File: config.mk
export PLATFORM = sky130hd
export DESIGN_NAME = controller_block_assembler
export DESIGN_NICKNAME = d
export VERILOG_FILES = /design/src/rtl/controller_pkg.sv /design/src/rtl/controller_blk_buffer.sv /design/src/rtl/controller_block_assembler.sv
export SDC_FILE = /design/constraint.sdc
export NUM_CORES = 1
export LEC_CHECK = 0
export CAP_MARGIN = 20
export CORE_MARGIN = 2
export CORE_UTILIZATION = 50
export DETAILED_ROUTE_END_ITERATION = 10
export GPL_TIMING_DRIVEN = 0
export PLACE_DENSITY_LB_ADDON = 0.2
export SLEW_MARGIN = 20
export SYNTH_ARGS = -nofsm -noshare
export SYNTH_HDL_FRONTEND = slang
export SYNTH_SLANG_ARGS = --single-unit
File: constraint.sdc
create_clock -name clk -period 2.2 [get_ports clk]
set_input_delay 0.44 -clock clk [delete_from_list [all_inputs] [get_ports clk]]
set_output_delay 0.44 -clock clk [all_outputs]
set_load 0.1 [all_outputs]
File: src/rtl/controller_pkg.sv
// Shared constants and state encoding for the BLAKE2 controller block assembler.
package controller_pkg;

    localparam logic [2:0] ST_IDLE = 3'd0;
    localparam logic [2:0] ST_FILL = 3'd1;
    localparam logic [2:0] ST_CAPT = 3'd2;
    localparam logic [2:0] ST_HOLD = 3'd3;
    localparam logic [2:0] ST_SEND = 3'd4;

    typedef logic [2:0] state_t;

    localparam int DEF_DBITS    = 2;
    localparam int DEF_RD_PKT   = 4;
    localparam int DEF_BLK_PKTS = 16;
    localparam int DEF_PKT_W    = DEF_DBITS * DEF_RD_PKT;
    localparam int DEF_BLK_W    = DEF_PKT_W * DEF_BLK_PKTS;
    localparam int DEF_IDX_W    = $clog2(DEF_BLK_PKTS);

    // A block of a single packet still needs a one-bit slot index.
    function automatic int idx_width(input int blk_pkts);
        return (blk_pkts > 1) ? $clog2(blk_pkts) : 1;
    endfunction

endpackage

File: src/rtl/controller_blk_buffer.sv
// Slot register holding one message block; packet slot 0 sits in the LSBs of data.
module controller_blk_buffer #(
    parameter int PKT_W    = 8,
    parameter int BLK_PKTS = 16,
    parameter int IDX_W    = 4
) (
    input  logic                      clk,
    input  logic                      reset_n,
    input  logic                      clr,
    input  logic                      we,
    input  logic [IDX_W-1:0]          widx,
    input  logic [PKT_W-1:0]          wdata,
    output logic [PKT_W*BLK_PKTS-1:0] data
);

    logic [PKT_W-1:0] slot [BLK_PKTS];

    // Clear wins over write so a new message never inherits a stale slot.
    always_ff @(posedge clk or negedge reset_n) begin
        if (!reset_n) begin
            for (int i = 0; i < BLK_PKTS; i++) slot[i] <= '0;
        end else if (clr) begin
            for (int i = 0; i < BLK_PKTS; i++) slot[i] <= '0;
        end else if (we) begin
            slot[widx] <= wdata;
        end
    end

    always_comb begin
        data = '0;
        for (int i = 0; i < BLK_PKTS; i++) data[i*PKT_W +: PKT_W] = slot[i];
    end

endmodule

File: src/rtl/controller_block_assembler.sv
// Pops FIFO packets, packs BLK_PKTS of them into a block and offers it to the compression core.
module controller_block_assembler
    import controller_pkg::*;
#(
    parameter int dbits    = 2,
    parameter int rd_pkt   = 4,
    parameter int BLK_PKTS = 16,
    parameter int tbits    = 16,
    localparam int PKT_W   = dbits * rd_pkt,
    localparam int BLK_W   = PKT_W * BLK_PKTS,
    localparam int IDX_W   = idx_width(BLK_PKTS)
) (
    input  logic             clk,
    input  logic             reset_n,
    input  logic             start,
    input  logic             msg_end,
    input  logic             fifo_empty,
    input  logic [PKT_W-1:0] fifo_dout,
    output logic             fifo_rd,
    output logic [BLK_W-1:0] blk_data,
    output logic [tbits-1:0] blk_t,
    output logic             blk_last,
    output logic             blk_valid,
    input  logic             blk_ready,
    output logic             busy
);

    // Handshake: a block transfers on a cycle where blk_valid && blk_ready; while blk_valid
    // is high and blk_ready low, blk_data/blk_t/blk_last are held unchanged.

    state_t           state, state_nxt;
    logic [IDX_W-1:0] idx;
    logic [tbits-1:0] t;
    logic             last_q;
    logic             blk_full;
    logic             buf_clr;
    logic             buf_we;

    assign blk_full  = (idx == IDX_W'(BLK_PKTS - 1));
    assign fifo_rd   = (state == ST_FILL) && !fifo_empty;
    assign blk_valid = (state == ST_SEND);
    assign busy      = (state != ST_IDLE);
    assign blk_t     = t;
    assign blk_last  = last_q;
    assign buf_we    = (state == ST_CAPT);
    assign buf_clr   = ((state == ST_IDLE) && start) || ((state == ST_SEND) && blk_ready);

    always_comb begin
        state_nxt = state;
        case (state)
            ST_IDLE: if (start) state_nxt = ST_FILL;
            ST_FILL: begin
                if (!fifo_empty)  state_nxt = ST_CAPT;
                else if (msg_end) state_nxt = ST_SEND;
            end
            ST_CAPT: state_nxt = blk_full ? ST_HOLD : ST_FILL;
            ST_HOLD: if (!fifo_empty || msg_end) state_nxt = ST_SEND;
            ST_SEND: if (blk_ready) state_nxt = last_q ? ST_IDLE : ST_FILL;
            default: state_nxt = ST_IDLE;
        endcase
    end

    always_ff @(posedge clk or negedge reset_n) begin
        if (!reset_n) begin
            state  <= ST_IDLE;
            idx    <= '0;
            t      <= '0;
            last_q <= 1'b0;
        end else begin
            state <= state_nxt;
            case (state)
                ST_IDLE: if (start) begin
                    idx    <= '0;
                    t      <= '0;
                    last_q <= 1'b0;
                end
                ST_FILL: if (fifo_empty && msg_end) last_q <= 1'b1;
                ST_CAPT: begin
                    idx <= blk_full ? '0 : idx + IDX_W'(1);
                    t   <= t + tbits'(1);
                end
                // Pending data means more blocks follow, so last stays clear.
                ST_HOLD: if (fifo_empty && msg_end) last_q <= 1'b1;
                ST_SEND: if (blk_ready) begin
                    idx    <= '0;
                    last_q <= 1'b0;
                end
                default: ;
            endcase
        end
    end

    controller_blk_buffer #(
        .PKT_W    (PKT_W),
        .BLK_PKTS (BLK_PKTS),
        .IDX_W    (IDX_W)
    ) u_buf (
        .clk     (clk),
        .reset_n (reset_n),
        .clr     (buf_clr),
        .we      (buf_we),
        .widx    (idx),
        .wdata   (fifo_dout),
        .data    (blk_data)
    );

endmodule

* Word level (Yosys, flattened, before mapping)
Index checks and enable logic that the tools add are counted.
** Word-level totals
- Flip-flop bits (word level) :: 152
- Bits in latches :: 0
- Bits in writable memories :: 0
- Bits in read-only memories :: 0
- Input bits :: 14
- Memories kept :: 0
** Cells by class
- $add $sub $neg :: 2
- Multipliers :: 0
- Divide/modulo/power cells :: 0
- Order comparisons :: 2
- Equality and inequality tests :: 10
- Shifts and indexed selects :: 0
- Muxes and demuxes :: 23
- Bitwise operators :: 1
- Reductions and logical operators :: 19
** Operator list (number)
- two-way mux 128 bit :: 2
- bitwise mux 128 bit :: 1
- demux 8 bit (select 4 bit) :: 1
- one-hot mux 16 bit (2 select lines) :: 1
- adder 16 x 1 -> 16 bit (second input constant) :: 1
- two-way mux 16 bit :: 1
- two-way mux 3 bit :: 5
- one-hot mux 3 bit (5 select lines) :: 1
- two-way mux 4 bit :: 3
- one-hot mux 4 bit (3 select lines) :: 1
- nonzero test 3 bit :: 3
- two-way mux 8 bit :: 1
- AND reduction 4 bit :: 2
- == test 3 x 2 -> 1 bit (second input constant) :: 2
- >= comparator 5 bit (second input constant) :: 1
- logical AND 1 bit :: 5
- less-than comparator 5 x 1 -> 1 bit (second input constant) :: 1
- NOT 4 -> 5 bit :: 1
- adder 4 x 1 -> 4 bit (second input constant) :: 1
- == test 4 bit (second input constant) :: 1
- two-way mux 1 bit :: 4
- inequality test 2 x 1 -> 1 bit (second input constant) :: 2
- inequality test 2 bit (second input constant) :: 2
- nonzero test 2 bit :: 2
- other kinds (11) :: 12

* Logic depth before layout (Yosys ltp)
Gate-level depths: netlist (run 1).
- Depth after elaboration :: 8
- Mapped depth :: 7
- Mapped depth without buffers :: 6

* Modules after synthesis
A second synthesis (run 1) with hierarchy kept.
** Unflattened totals
- Cell total of the unflattened synthesis :: 601
- Area, all modules :: 6991.7 um^2
** By module, submodules not included
- controller_blk_buffer :: instances 1, cells each 455, area each 5690.5 um^2, sequential area each 3203.1 um^2
- controller_block_assembler :: instances 1, cells each 146, area each 1301.2 um^2, sequential area each 600.6 um^2

* Worst setup path before layout (run 1)
No wires, ideal clock.
- Kind :: flip-flop to output port
- From :: reg state[2]
- To :: out blk_valid
- Data arrival time :: 3.014 ns
- Setup slack :: -1.254 ns
- Stages on the path, launching flop included :: 4
- Buffers on the path :: 2
- Path through :: dfrtp_1 -> buf_6 -> clkbuf_1 -> nor3b_1
** On the way
- Word-level cells in the longest chain between the ends :: 1
** RTL lines
- start, declared :: RTL line controller_block_assembler.sv:31 : state_t state, state_nxt;
- start signal, assigned :: RTL line controller_block_assembler.sv:70 : state <= state_nxt;
- == test 3 bit :: RTL line controller_block_assembler.sv:41 : assign blk_valid = (state == ST_SEND);
- end, declared :: RTL line controller_block_assembler.sv:23 : output logic blk_valid,
Every way passes these cells.

* Worst setup path in the final report (run 1)
- From :: reg t[11], in the netlist blk_t[11]
- To :: out blk_t[11]
** RTL lines
- start, declared :: RTL line controller_block_assembler.sv:33 : logic [tbits-1:0] t;
- start signal, assigned :: RTL line controller_block_assembler.sv:80 : t <= t + tbits'(1);
- end, declared :: RTL line controller_block_assembler.sv:21 : output logic [tbits-1:0] blk_t,
No word-level cell between the ends.

==> results, run 1 <==
- Walking the worst path, the cells encountered are clkdlybuf4s15_1.
- The switching component of the power is around 0.0036 W.
- In this run, the number of DRC markers left after iteration 0 of detailed routing was between 300 and 400.
- In this run switching power makes up 39.58% of total power.
- Detailed placement finished with a half-perimeter wire length of 12150 µm.
- Setup repair after global routing could not meet its margin everywhere.
- The most common cell after layout, fill and taps aside is sky130_fd_sc_hd__dfrtp_1.
- The part of the Yosys area used for sequential elements is 57.41%.
- The internal power of the cells totals 0.005430 W.
- Synthesis inferred between 150 and 200 register bits.
- The clock tree from TritonCTS is yes.
- After layout, the worst path uses 98.04% of the clock period.
- The number of top-level pins is about 160.
- Buffers inserted to repair hold after CTS numbered 0.
- The kind of launch point of the worst setup path is a flop.
- The placed cell count is 945.
- The worst clock skew is 0.008737 ns.
- In this run the mean area of a mapped cell was 10.91 µm².
- Of all flip-flops after synthesis, the portion carrying an async set or reset was between 90% and 100%.
- The depth of the CTS H-tree is 4.
- In this run the power density over the cells is 995.7 mW/mm².
- In this run the tightest slew margin relative to its limit is 29.90%.
- Measured along the y axis, the die boundary spans 119.1 µm.
- The global router's overall resource usage is approximately 26%.
- The residual overflow from global routing is 0.
- The number of antenna violations at the first check in global routing is 0.
- The floorplan step defined a core boundary enclosing 0.01309 mm².
- In the final layout, the share of cells above drive strength 1 is 10.38%.
- Synthesis produced 607 cells.
- The count of synthesis-stage warnings from yosys is 0.
- The run finished with clean final reports.
- For this run, the top clock speed supported by timing is 0.4636 GHz.
- Clock-pin slew was measured on the worst setup and hold paths at 0.06 ns.
- The static leakage is 5.146 nW.
- The final antenna diode count is 0.
- The count of vias placed by the detailed router is roughly 5200.
- Of the total power, registers draw a little over a third.
- The count of nets left with antenna violations after detail routing is 0.
- The layout overhead on the synthesized area is 36.24%.
- In this run the register-to-register setup slack is 0.14 ns.
- In the routed layout, each cell is associated on average with a via count of 5.325.
- The final-report hold violation count is 0.
- The via count of the first global-routing pass is 5318.
- The die area is around 0.014 mm².
- The congestion estimate from routability-driven global placement came to 0.8195.
- The max-capacitance violation count is 0.
- Input and output buffers added on the ports amount to 161.
- The combinational group share of total power is 32.0%.
- The type of the most critical hold path is in -> async.
- The number of iterations in the first detailed-routing pass is 4.
- The dominant register cell in the synthesized netlist is sky130_fd_sc_hd__dfrtp_1.
- The post-synth net total is 626.
- The number of enable flip-flop cells after synthesis is 0.
- After the flow finishes, the layout carries non-filler instances totaling 976.
- For this run, design rule violations remaining after detail routing come to 0.
- The initial utilization of the core area, before any placement, comes to 50.63%.
- The worst path arrival time is 1.72 ns.
- The largest buffer count on any clock path is 2.
- The number of setup buffers added after CTS is 0.
- The count of clock tree sinks is 152.
- The total power of the final layout is 0.008987 W.
- Summed over its instances, the top area cell type makes up a little under three fifths of the synthesized netlist area.
- Along the worst path, the maximum fanout reaches 5.
- The maximum vdd drop is roughly 0.61 mV.
- The final wirelength is 17510 µm.
- The kind of cell with the highest combined delay on the critical path is buffers and inverters.
- The number of buffers and inverters on the critical path is 1.
- Clock tree synthesis inserted a total of 17 buffers.
- Entering global routing, the biggest net connects 98 pins.
- The top cell types in the final layout, fill and taps aside, are sky130_fd_sc_hd__dfrtp_1 (146), sky130_fd_sc_hd__dlygate4sd2_1 (137), sky130_fd_sc_hd__nor2_1 (109).
- By area the synthesized netlist is led by sky130_fd_sc_hd__dfrtp_1 (57%), sky130_fd_sc_hd__mux2i_1 (16%), sky130_fd_sc_hd__nor2_1 (6.2%).
- The total setup violations reported at the end of the flow is 0.
- The clock period could shrink to 2.157 ns.
- The slowest stage of the critical path is the sky130_fd_sc_hd__clkdlybuf4s15_1 cell.
- The first-pass GRT wire length is 28180 µm.
- The share of total power in the clock network is 33.3%.
- The critical path in this run is classified as reg -> out.
- In this run the core area contains 42 standard-cell rows.
- At the end of the flow, the number of nets in the layout was 806.
- The top cell type by total area after synthesis is sky130_fd_sc_hd__dfrtp_1.
- The die boundary width is 119.1 µm.
- The detail-routed net length per standard cell is about 18 µm.
- Counting distinct cell types in the post-synthesis netlist gives 47.
- The clock root buffer master is sky130_fd_sc_hd__clkbuf_16.
- The clock latency on the worst-skew pair is 0.43 ns.
- The worst-margin pin slew is between 1 and 1.5 ns.
- The sort of element at the end of the critical path is an output port.
- The largest incremental delay on the critical path is 0.86 ns.
- The count of final max-slew check failures is 0.
- The mapped netlist covers 0.006625 mm².
- STA puts the critical path data required time at between 1.5 and 2 ns.
## worst register-to-register path, stage by stage, from the launching register on
cell and delay [ns]:
sky130_fd_sc_hd__dfrtp_1 0.46, sky130_fd_sc_hd__buf_2 0.32, sky130_fd_sc_hd__nor4bb_2 0.55, sky130_fd_sc_hd__nand2_2 0.32
sky130_fd_sc_hd__mux2i_1 0.23, sky130_fd_sc_hd__nor2_1 0.06
## cell families after synthesis
group / Yosys count / share of synthesized area, %
and+or+nand+nor: 236 / 16.39
DFF: 152 / 57.41
muxes: 108 / 16.32
AOI/OAI and AO/OA: 59 / 5.836
buffers and inverters: 46 / 2.965
adders and majority gates: 5 / 0.9443
xor gates and xnor gates: 1 / 0.1322
## path summary, 6_finish.rpt
check | endpoint | start | depth (start not counted)
hold / removal | blk_t[10]$_DFFE_PN0P_ | reset_n | 1
setup reg to reg | u_buf.data[33]$_DFFE_PN0P_ | state[1]$_DFFE_PN0P_ | 5
hold reg to reg | u_buf.data[15]$_DFFE_PN0P_ | u_buf.data[15]$_DFFE_PN0P_ | 2
min in group clk | u_buf.data[15]$_DFFE_PN0P_ | u_buf.data[15]$_DFFE_PN0P_ | 2
max in group asynchronous | u_buf.data[122]$_DFFE_PN0P_ | reset_n | 2
setup / recovery | blk_t[11] | blk_t[11]$_DFFE_PN0P_ | 1
## metrics by stage
stage / area (µm²) / hold WS (ns) / setup TNS, ns / setup slack, ns / utilization (%)
2_1_floorplan: 6655 / 0.1444 / 0 / 0.02845 / -
3_3_place_gp: 8487 / 0.4833 / -873.48 / -5.819 / 64.86
5_1_grt: 9026 / 0.09225 / -0.07290 / -0.03115 / 68.98
4_1_cts: 8992 / 0.06774 / -0.001837 / -0.001837 / 68.72
6_report: 9026 / 0.03286 / 0 / 0.04311 / 68.98
3_5_place_dp: 8519 / 0.5093 / -71.39 / -0.7960 / 65.11
## final cells by class
cell class | instances | area, µm²
plain buffers | 38 | 172.7
clock buffers | 23 | 508.0
clock inverters | 9 | 112.6
fillers | 1029 | 4059
inverters | 7 | 26.28
multi-input cells | 409 | 2704
flip-flops and latches | 152 | 3811
well taps | 176 | 220.2
repair buffers | 162 | 1471
## metal layers
layer | wire [µm] | GRT usage, %
met1 | 7239 | 32.18
met2 | 8757 | 42.64
met3 | 1244 | 8.094
met4 | 263 | 7.887
met5 | 0 | 0
## cell usage after synthesis, types with 2 or more instances
| master | n |
|---|---|
| sky130_fd_sc_hd__inv_1 | 7 |
| sky130_fd_sc_hd__buf_2 | 10 |
| sky130_fd_sc_hd__o21a_1 | 2 |
| sky130_fd_sc_hd__a21o_1 | 2 |
| sky130_fd_sc_hd__nor4b_1 | 2 |
| sky130_fd_sc_hd__nor2_1 | 109 |
| sky130_fd_sc_hd__and4b_1 | 2 |
| sky130_fd_sc_hd__o21ai_0 | 12 |
| sky130_fd_sc_hd__nand2b_1 | 2 |
| sky130_fd_sc_hd__nor2b_1 | 3 |
| sky130_fd_sc_hd__clkbuf_1 | 24 |
| sky130_fd_sc_hd__dfrtp_1 | 152 |
| sky130_fd_sc_hd__ha_1 | 5 |
| sky130_fd_sc_hd__mux2i_1 | 108 |
| sky130_fd_sc_hd__and3b_1 | 2 |
| sky130_fd_sc_hd__nand2_1 | 50 |
| sky130_fd_sc_hd__nor3_1 | 6 |
| sky130_fd_sc_hd__buf_1 | 3 |
| sky130_fd_sc_hd__nor4bb_1 | 2 |
| sky130_fd_sc_hd__o41ai_1 | 2 |
| sky130_fd_sc_hd__and3_1 | 3 |
| sky130_fd_sc_hd__nand4_1 | 2 |
| sky130_fd_sc_hd__a21oi_1 | 25 |
| sky130_fd_sc_hd__or4_1 | 2 |
| sky130_fd_sc_hd__o31ai_2 | 3 |
| sky130_fd_sc_hd__o211ai_2 | 3 |
| sky130_fd_sc_hd__nor3b_1 | 2 |
| sky130_fd_sc_hd__nand3_1 | 40 |
| sky130_fd_sc_hd__o31ai_1 | 4 |
## power by group through the flow
stage | clock network (W) | logic (W) | registers, W
after floorplan | 0 | 0.00113 | 0.00417
after global placement | 0 | 0.00287 | 0.00315
after detailed placement | 0 | 0.00290 | 0.00316
after CTS | 0.00303 | 0.00286 | 0.00312
after global routing | 0.00314 | 0.00305 | 0.00314
final | 0.00299 | 0.00288 | 0.00312
## state kept, by name, indices dropped and copies added (netlist names)
name and count:
u_buf.data 128, state 3, blk_t 16, idx 4, blk_last 1
## timing repair
action	CTS	global route
cloned	0	0
endpoints found under the setup margin	254	65
resized for setup	175	23
(Power assumes the default switching activity.)
==> inputs of run 2 (changes only) <==
--- a/config.mk
+++ b/config.mk
@@ -11,7 +11,6 @@
 export DETAILED_ROUTE_END_ITERATION = 10
 export GPL_TIMING_DRIVEN = 0
 export PLACE_DENSITY_LB_ADDON = 0.2
-export SLEW_MARGIN = 20
 export SYNTH_ARGS = -nofsm -noshare
 export SYNTH_HDL_FRONTEND = slang
 export SYNTH_SLANG_ARGS = --single-unit
==> results, run 2 (synthesis gave the netlist of run 1 again) <==
- The root buffer cell chosen for the clock tree is sky130_fd_sc_hd__clkbuf_16.
- After floorplanning, the core was sized to cover 0.01309 mm².
- The die boundary width is between 100 and 150 µm.
- The worst-case IR drop observed on VDD is about 0.67 mV.
- Setup repair after global routing could not meet its margin everywhere.
- The finished cells cover 0.009049 mm².
- The number of iterations in the first detailed-routing pass is 5.
- The final-report hold violation count is 0.
- The first global-routing pass estimated 28340 µm of wire.
- The maximum number of pins on one net before global-route repair is 98.
- Counting along the longest clock path gives a buffer depth of 2.
- The worst path uses just under 100% of the clock period.
- The total setup violations reported at the end of the flow is 0.
- The type of the most critical hold path is in -> async.
- The kind of launch point of the worst setup path is a flop.
- On the final layout, the worst clock skew is 0.01024 ns.
- TritonCTS created 17 clock buffers.
- Traced cell by cell, the critical path runs through buf_6 > clkbuf_4 > or3_4 > buf_12.
- The post-detailed-route DRC marker count is 0.
- The depth of the CTS H-tree is 4.
- The fraction of layout cells with a size suffix above 1 is a little over a tenth.
- Counting every sink on the clock net gives 152.
- The most common cell after layout, fill and taps aside is sky130_fd_sc_hd__dfrtp_1.
- The starting utilization of the core area is about half.
- The number of antenna violations at the first check in global routing is 0.
- The met2 global-route usage is 42.31%.
- The detailed-placement wirelength estimate is between 10000 and 15000 µm.
- The worst setup path is of the reg -> out kind.
- The number of nets in the finished design is 807.
- In this design, the stage delay of the slowest critical-path cell is 0.41 ns.
- The headroom to the max-slew limit is 30.45%.
- The sort of element at the end of the critical path is an output port.
- Once placement finished, the instance area stood at approximately 0.0085 mm².
- Measured along the y axis, the die boundary spans 119.1 µm.
- The die area is 0.01419 mm².
- The clock latency on the worst-skew pair is 0.42 ns.
- The residual overflow from global routing is 0.
- The placer's final routability congestion estimate is 0.8195.
- The worst-path maximum fanout is 10.
- met2 is the most crowded layer.
- At the worst endpoint, the arrival time is 1.72 ns.
- Across every metal layer, demand over resource in global routing totals 25.87%.
- The count of final max-slew check failures came to 0.
- The worst-margin pin slew is 1.047 ns.
- The count of nets left with antenna violations after detail routing is 0.
- The max-capacitance violation count is 0.
- The number of top-level pins is 162.
- After detailed routing, the average wire length per cell comes to 18.10 µm.
- The power per standard cell area is 1000 mW/mm².
- Static timing analysis puts the maximum clock frequency at roughly 0.46 GHz.
- In the layout the commonest cells are sky130_fd_sc_hd__dfrtp_1 (146), sky130_fd_sc_hd__dlygate4sd2_1 (138), sky130_fd_sc_hd__nor2_1 (109).
- The count of input and output buffers is between 150 and 200.
- The area growth from synthesis to layout is 36.58%.
- The library cell contributing the largest single delay on the critical path is sky130_fd_sc_hd__or3_4.
- The number of DRC markers in iteration 0 is 310.
- The number of placement rows is 42.
- The count of vias placed by the detailed router is 5240.
- Wires add up to 17690 µm.
- Subtracting the final worst setup slack from the clock period gives between 2 and 2.5 ns.
- The via count of the first global-routing pass was 5305.
- The run finished with clean final reports.
- After detailed routing, the number of vias per cell comes to roughly 5.4.
- The final antenna diode count is 0.
- The met1 demand-to-capacity share in global routing is 32.44%.
- Data on the critical path is required at its endpoint by 1.76 ns.
- TritonCTS built the clock tree.
- The register clock-pin slew on the reported worst setup and hold paths is 0.06 ns.
- The final-layout worst hold slack is 0.1008 ns.
- The flip-flop count of the largest register after layout is between 100 and 150.
- The met3 global-route usage is 9.148%.
- The static leakage is 5.163 nW.
## run 2: area by class of cell
class / instances / area [µm²]
multi-input cells: 409 / 2709
well taps: 176 / 220.2
repair buffers: 162 / 1479
flip-flops and latches: 152 / 3811
plain buffers: 39 / 182.7
clock inverters: 9 / 112.6
inverters: 7 / 26.28
clock buffers: 23 / 508.0
fillers: 1028 / 4036
## run 2: stage by stage
stage          std cells  util, %  setup WS (ns)  setup TNS [ns]  total power [W]
4_1_cts              977    68.70       0.001567               0         0.009011
3_5_place_dp         945    65.08        -0.7981          -73.38         0.006066
2_1_floorplan        607        -        0.02845               0         0.005291
5_1_grt              977    69.15       -0.01530        -0.01906         0.009412
6_report             977    69.15        0.04451               0         0.009051
3_3_place_gp         944    64.86         -5.819         -873.48         0.006025
## run 2: final timing paths
path,start,slack (ns),endpoint,depth (start not counted)
hold / removal,reset_n,0.10,blk_t[10]$_DFFE_PN0P_,1
setup reg to reg,state[1]$_DFFE_PN0P_,0.13,u_buf.data[39]$_DFFE_PN0P_,5
max in group asynchronous,reset_n,1.33,u_buf.data[124]$_DFFE_PN0P_,2
setup / recovery,state[2]$_DFFE_PN0P_,0.04,busy,4
min in group clk,blk_t[14]$_DFFE_PN0P_,0.51,blk_t[14]$_DFFE_PN0P_,1
hold reg to reg,blk_t[14]$_DFFE_PN0P_,0.51,blk_t[14]$_DFFE_PN0P_,1
## run 2: per-layer routing
metal | vias up | share of wire (%)
li1 | 2461 | -
met1 | 2592 | 42
met2 | 169 | 50
met3 | 18 | 7.5
met4 | 0 | 1.3
met5 | - | 0
## run 2: what timing repair did
action / 4_1_cts / 5_1_grt
hold endpoints to repair: 0 / 0
gates resized for setup: 174 / 32
setup endpoints to repair: 281 / 67
pin swaps: 0 / 0
cloned: 0 / 0
buffers inserted: 0 / 0
hold buffers: 0 / 0
## run 2: power breakdown
| part | internal (W) | switching [W] |
|---|---|---|
| clock | 0.00185 | 0.00113 |
| combinational | 0.000648 | 0.00231 |
| sequential | 0.00298 | 0.000137 |
## run 2: critical path, delay by kind of cell, from the launching register on
| kind | cells | cell delay, ns |
|---|---|---|
| flops | 1 | 0.37 |
| buf+inv | 3 | 0.51 |
| simple gates | 1 | 0.41 |
==> inputs of run 3 (changes only) <==
--- a/config.mk
+++ b/config.mk
@@ -11,6 +11,7 @@
 export DETAILED_ROUTE_END_ITERATION = 10
 export GPL_TIMING_DRIVEN = 0
 export PLACE_DENSITY_LB_ADDON = 0.2
+export SKIP_CTS_REPAIR_TIMING = 1
 export SYNTH_ARGS = -nofsm -noshare
 export SYNTH_HDL_FRONTEND = slang
 export SYNTH_SLANG_ARGS = --single-unit
==> results, run 3 (synthesis gave the netlist of run 1 again) <==
- In this run the static leakage power is 7.178 nW.
- After legalization and detailed placement, the total HPWL measured about 12000 µm.
- The flip-flop count of the largest register after layout is 128.
- In the routed design, unresolved DRC markers number 0.
- Including well taps, the total number of placed cells is 945.
- The total area inside the core boundary comes to 0.01309 mm².
- Setup violations remaining at the end of the flow were counted as 1.
- Clock tree synthesis found a total of 152 sinks.
- For this run, the total global-route usage over all layers was measured as roughly 26%.
- The first-pass GRT wire length is 28210 µm.
- The clock tree from TritonCTS is yes.
- Setup repair after global routing could not meet its margin everywhere.
- The fraction of layout cells with a size suffix above 1 is 10.61%.
- The number of antenna violations at the first check in global routing is 0.
- The slowest stage of the critical path belongs to the cell sky130_fd_sc_hd__dfrtp_1.
- Dividing the detail-routed via count by the number of cells gives 5.376.
- The worst-margin pin slew is 1.065 ns.
- The detail route stage leaves a number of antenna-violating nets equal to 0.
- After clock tree synthesis, the clock-pin slew on the worst setup and hold paths is approximately 0.06 ns.
- The count of non-filler cells in the finished layout is about 1000.
- The final critical path takes up 100.1% of the cycle.
- Prior to clock tree synthesis, the placed netlist has a worst setup slack of -0.7981 ns.
- The largest buffer count on any clock path is 2.
- The cell area after placement is 0.008516 mm².
- The final wirelength is 18170 µm.
- For this configuration, the core starts out at a cell density of 50.63%.
- The sort of element at the end of the critical path is an output port.
- Routability-driven placement finished with a final weighted congestion of 0.8195.
- The kind of launch point of the worst setup path is a flop.
- The number of buffer and inverter stages on the critical path is 3.
- The max-capacitance violation count is 0.
- The flow ran to the end, but the final reports show violations.
- Buffers placed on the I/O ports in this run total 161.
- After global routing the overflow that remains totals 0.
- Clock latency on the worst-skew pair, taken at its later pin, is 0.42 ns.
- For this design the top-level I/O count stands at 162.
- The number of iterations in the first detailed-routing pass is 7.
- The count of final max-slew check failures is 0.
- The tree is rooted in a sky130_fd_sc_hd__clkbuf_16.
- The fraction of the core area covered by cells at the end of the flow is 73.08%.
- The layout overhead on the synthesized area is 44.34%.
- The final reports fail on setup timing.
- In this run the power density over the cells is 949.6 mW/mm².
- The top achievable clock speed is 0.4541 GHz.
- The depth of the CTS H-tree is 4.
- The worst path arrival time is ~1.8 ns.
- The count of vias placed by the detailed router is around 5300.
- The die area is 0.01419 mm².
- The maximum vdd drop is 0.5903 mV.
- Dividing the detail-routed wire length by the instance count gives 18.60 µm.
- In the layout the commonest cells are sky130_fd_sc_hd__dfrtp_1 (146), sky130_fd_sc_hd__dlymetal6s2s_1 (145), sky130_fd_sc_hd__nor2_1 (109).
- Of all nets on the critical path, the largest fanout is 10.
- The filler cells instantiated in the layout total 883.
- The number of nets in the finished design is 807.
- The worst hold path belongs to the class in -> async.
- The maximum number of pins on one net before global-route repair is 98.
- The largest incremental delay on the critical path is 0.37 ns.
- The data required time at the worst endpoint is 1.76 ns.
- Once routing completed, OpenROAD measured the worst setup slack at -0.001921 ns.
- The kind of cell with the highest combined delay on the critical path is buffers and inverters.
- The clock arrives with 0.007642 ns of skew.
- The via count of the first global-routing pass is about 5300.
- The final-layout worst hold slack is 0.1013 ns.
- The final design instance area without fill is 0.009563 mm².
- The die boundary height is 119.1 µm.
- The final-report hold violation count is 0.
- Measured against its own limit, the worst slew margin works out to around 29%.
- The first routing iteration left 389 violations.
- The total clock buffers created by CTS is 17.
- The number of placement rows is 42.
- For the finished layout, the period the worst path requires is 2.202 ns.
- The kind of critical path is reg -> out.
- The die is ~120 µm wide.
- The most common cell after layout, fill and taps aside is sky130_fd_sc_hd__dfrtp_1.
- Traced cell by cell, the critical path runs through buf_6 > buf_2 > nand2b_1 > nor3_4 > buf_4.
- The final antenna diode count is 0.
run 3: cell count changes in the layout (fill, tap and decap cells not counted), sizes merged:
cell,delta
buf,+2
dlymetal6s2s,+145
dlygate4sd2,-138
clkdlybuf4s15,-5
clkbuf,-4
run 3: through the flow:
stage / total power (W) / setup TNS [ns]
after floorplan: 0.005291 / 0
after global placement: 0.006025 / -873.48
after detailed placement: 0.006066 / -73.38
after CTS: 0.009072 / -76.21
after global routing: 0.009443 / -0.1116
final: 0.009081 / -0.001921
run 3: path summary, 6_finish.rpt:
check	from	endpoint	slack, ns	depth (start not counted)
max	state[2]$_DFFE_PN0P_	fifo_rd	-0.002	5
min	reset_n	blk_t[9]$_DFFE_PN0P_	0.10	1
max reg2reg	state[1]$_DFFE_PN0P_	u_buf.data[39]$_DFFE_PN0P_	0.10	5
min reg2reg	blk_t[14]$_DFFE_PN0P_	blk_t[14]$_DFFE_PN0P_	0.51	1
max in group asynchronous	reset_n	u_buf.data[100]$_DFFE_PN0P_	1.32	2
min in group clk	blk_t[14]$_DFFE_PN0P_	blk_t[14]$_DFFE_PN0P_	0.51	1
run 3: per-layer routing:
metal  vias to the layer above  share of wire [%]  global-route usage (%)  wire length (µm)
li1                       2458                  -                       -                 -
met2                       162                 50                   41.95              9076
met3                        24                7.1                   9.387              1291
met4                         0                1.2                   7.738               218
met1                      2608                 42                   32.20              7585
met5                         -                  0                       0                 0
run 3: where the power goes:
group          total [W]  leakage [nW]  switching (W)  internal, W
Sequential       0.00311          2.10       0.000137      0.00298
Combinational    0.00298          4.78        0.00230     0.000683
Clock            0.00298         0.294        0.00113      0.00185
run 3: layout make-up:
type                            instances  area [µm²]  area share, %
Sequential cell                       152        3811          39.85
Multi-Input combinational cell        409        2703          28.26
Tap cell                              176       220.2          2.303
Clock buffer                           23       508.0          5.312
Buffer                                 39       178.9          1.871
Clock inverter                          9       112.6          1.178
Inverter                                7       26.28         0.2748
Timing Repair Buffer                  162        2003          20.95
run 3: worst register-to-register path: stages (launching register included):
cell and delay, ns:
sky130_fd_sc_hd__dfrtp_1 0.46, sky130_fd_sc_hd__buf_2 0.32, sky130_fd_sc_hd__nor4bb_2 0.59, sky130_fd_sc_hd__nand2_2 0.33
sky130_fd_sc_hd__mux2i_1 0.23, sky130_fd_sc_hd__nor2_1 0.05
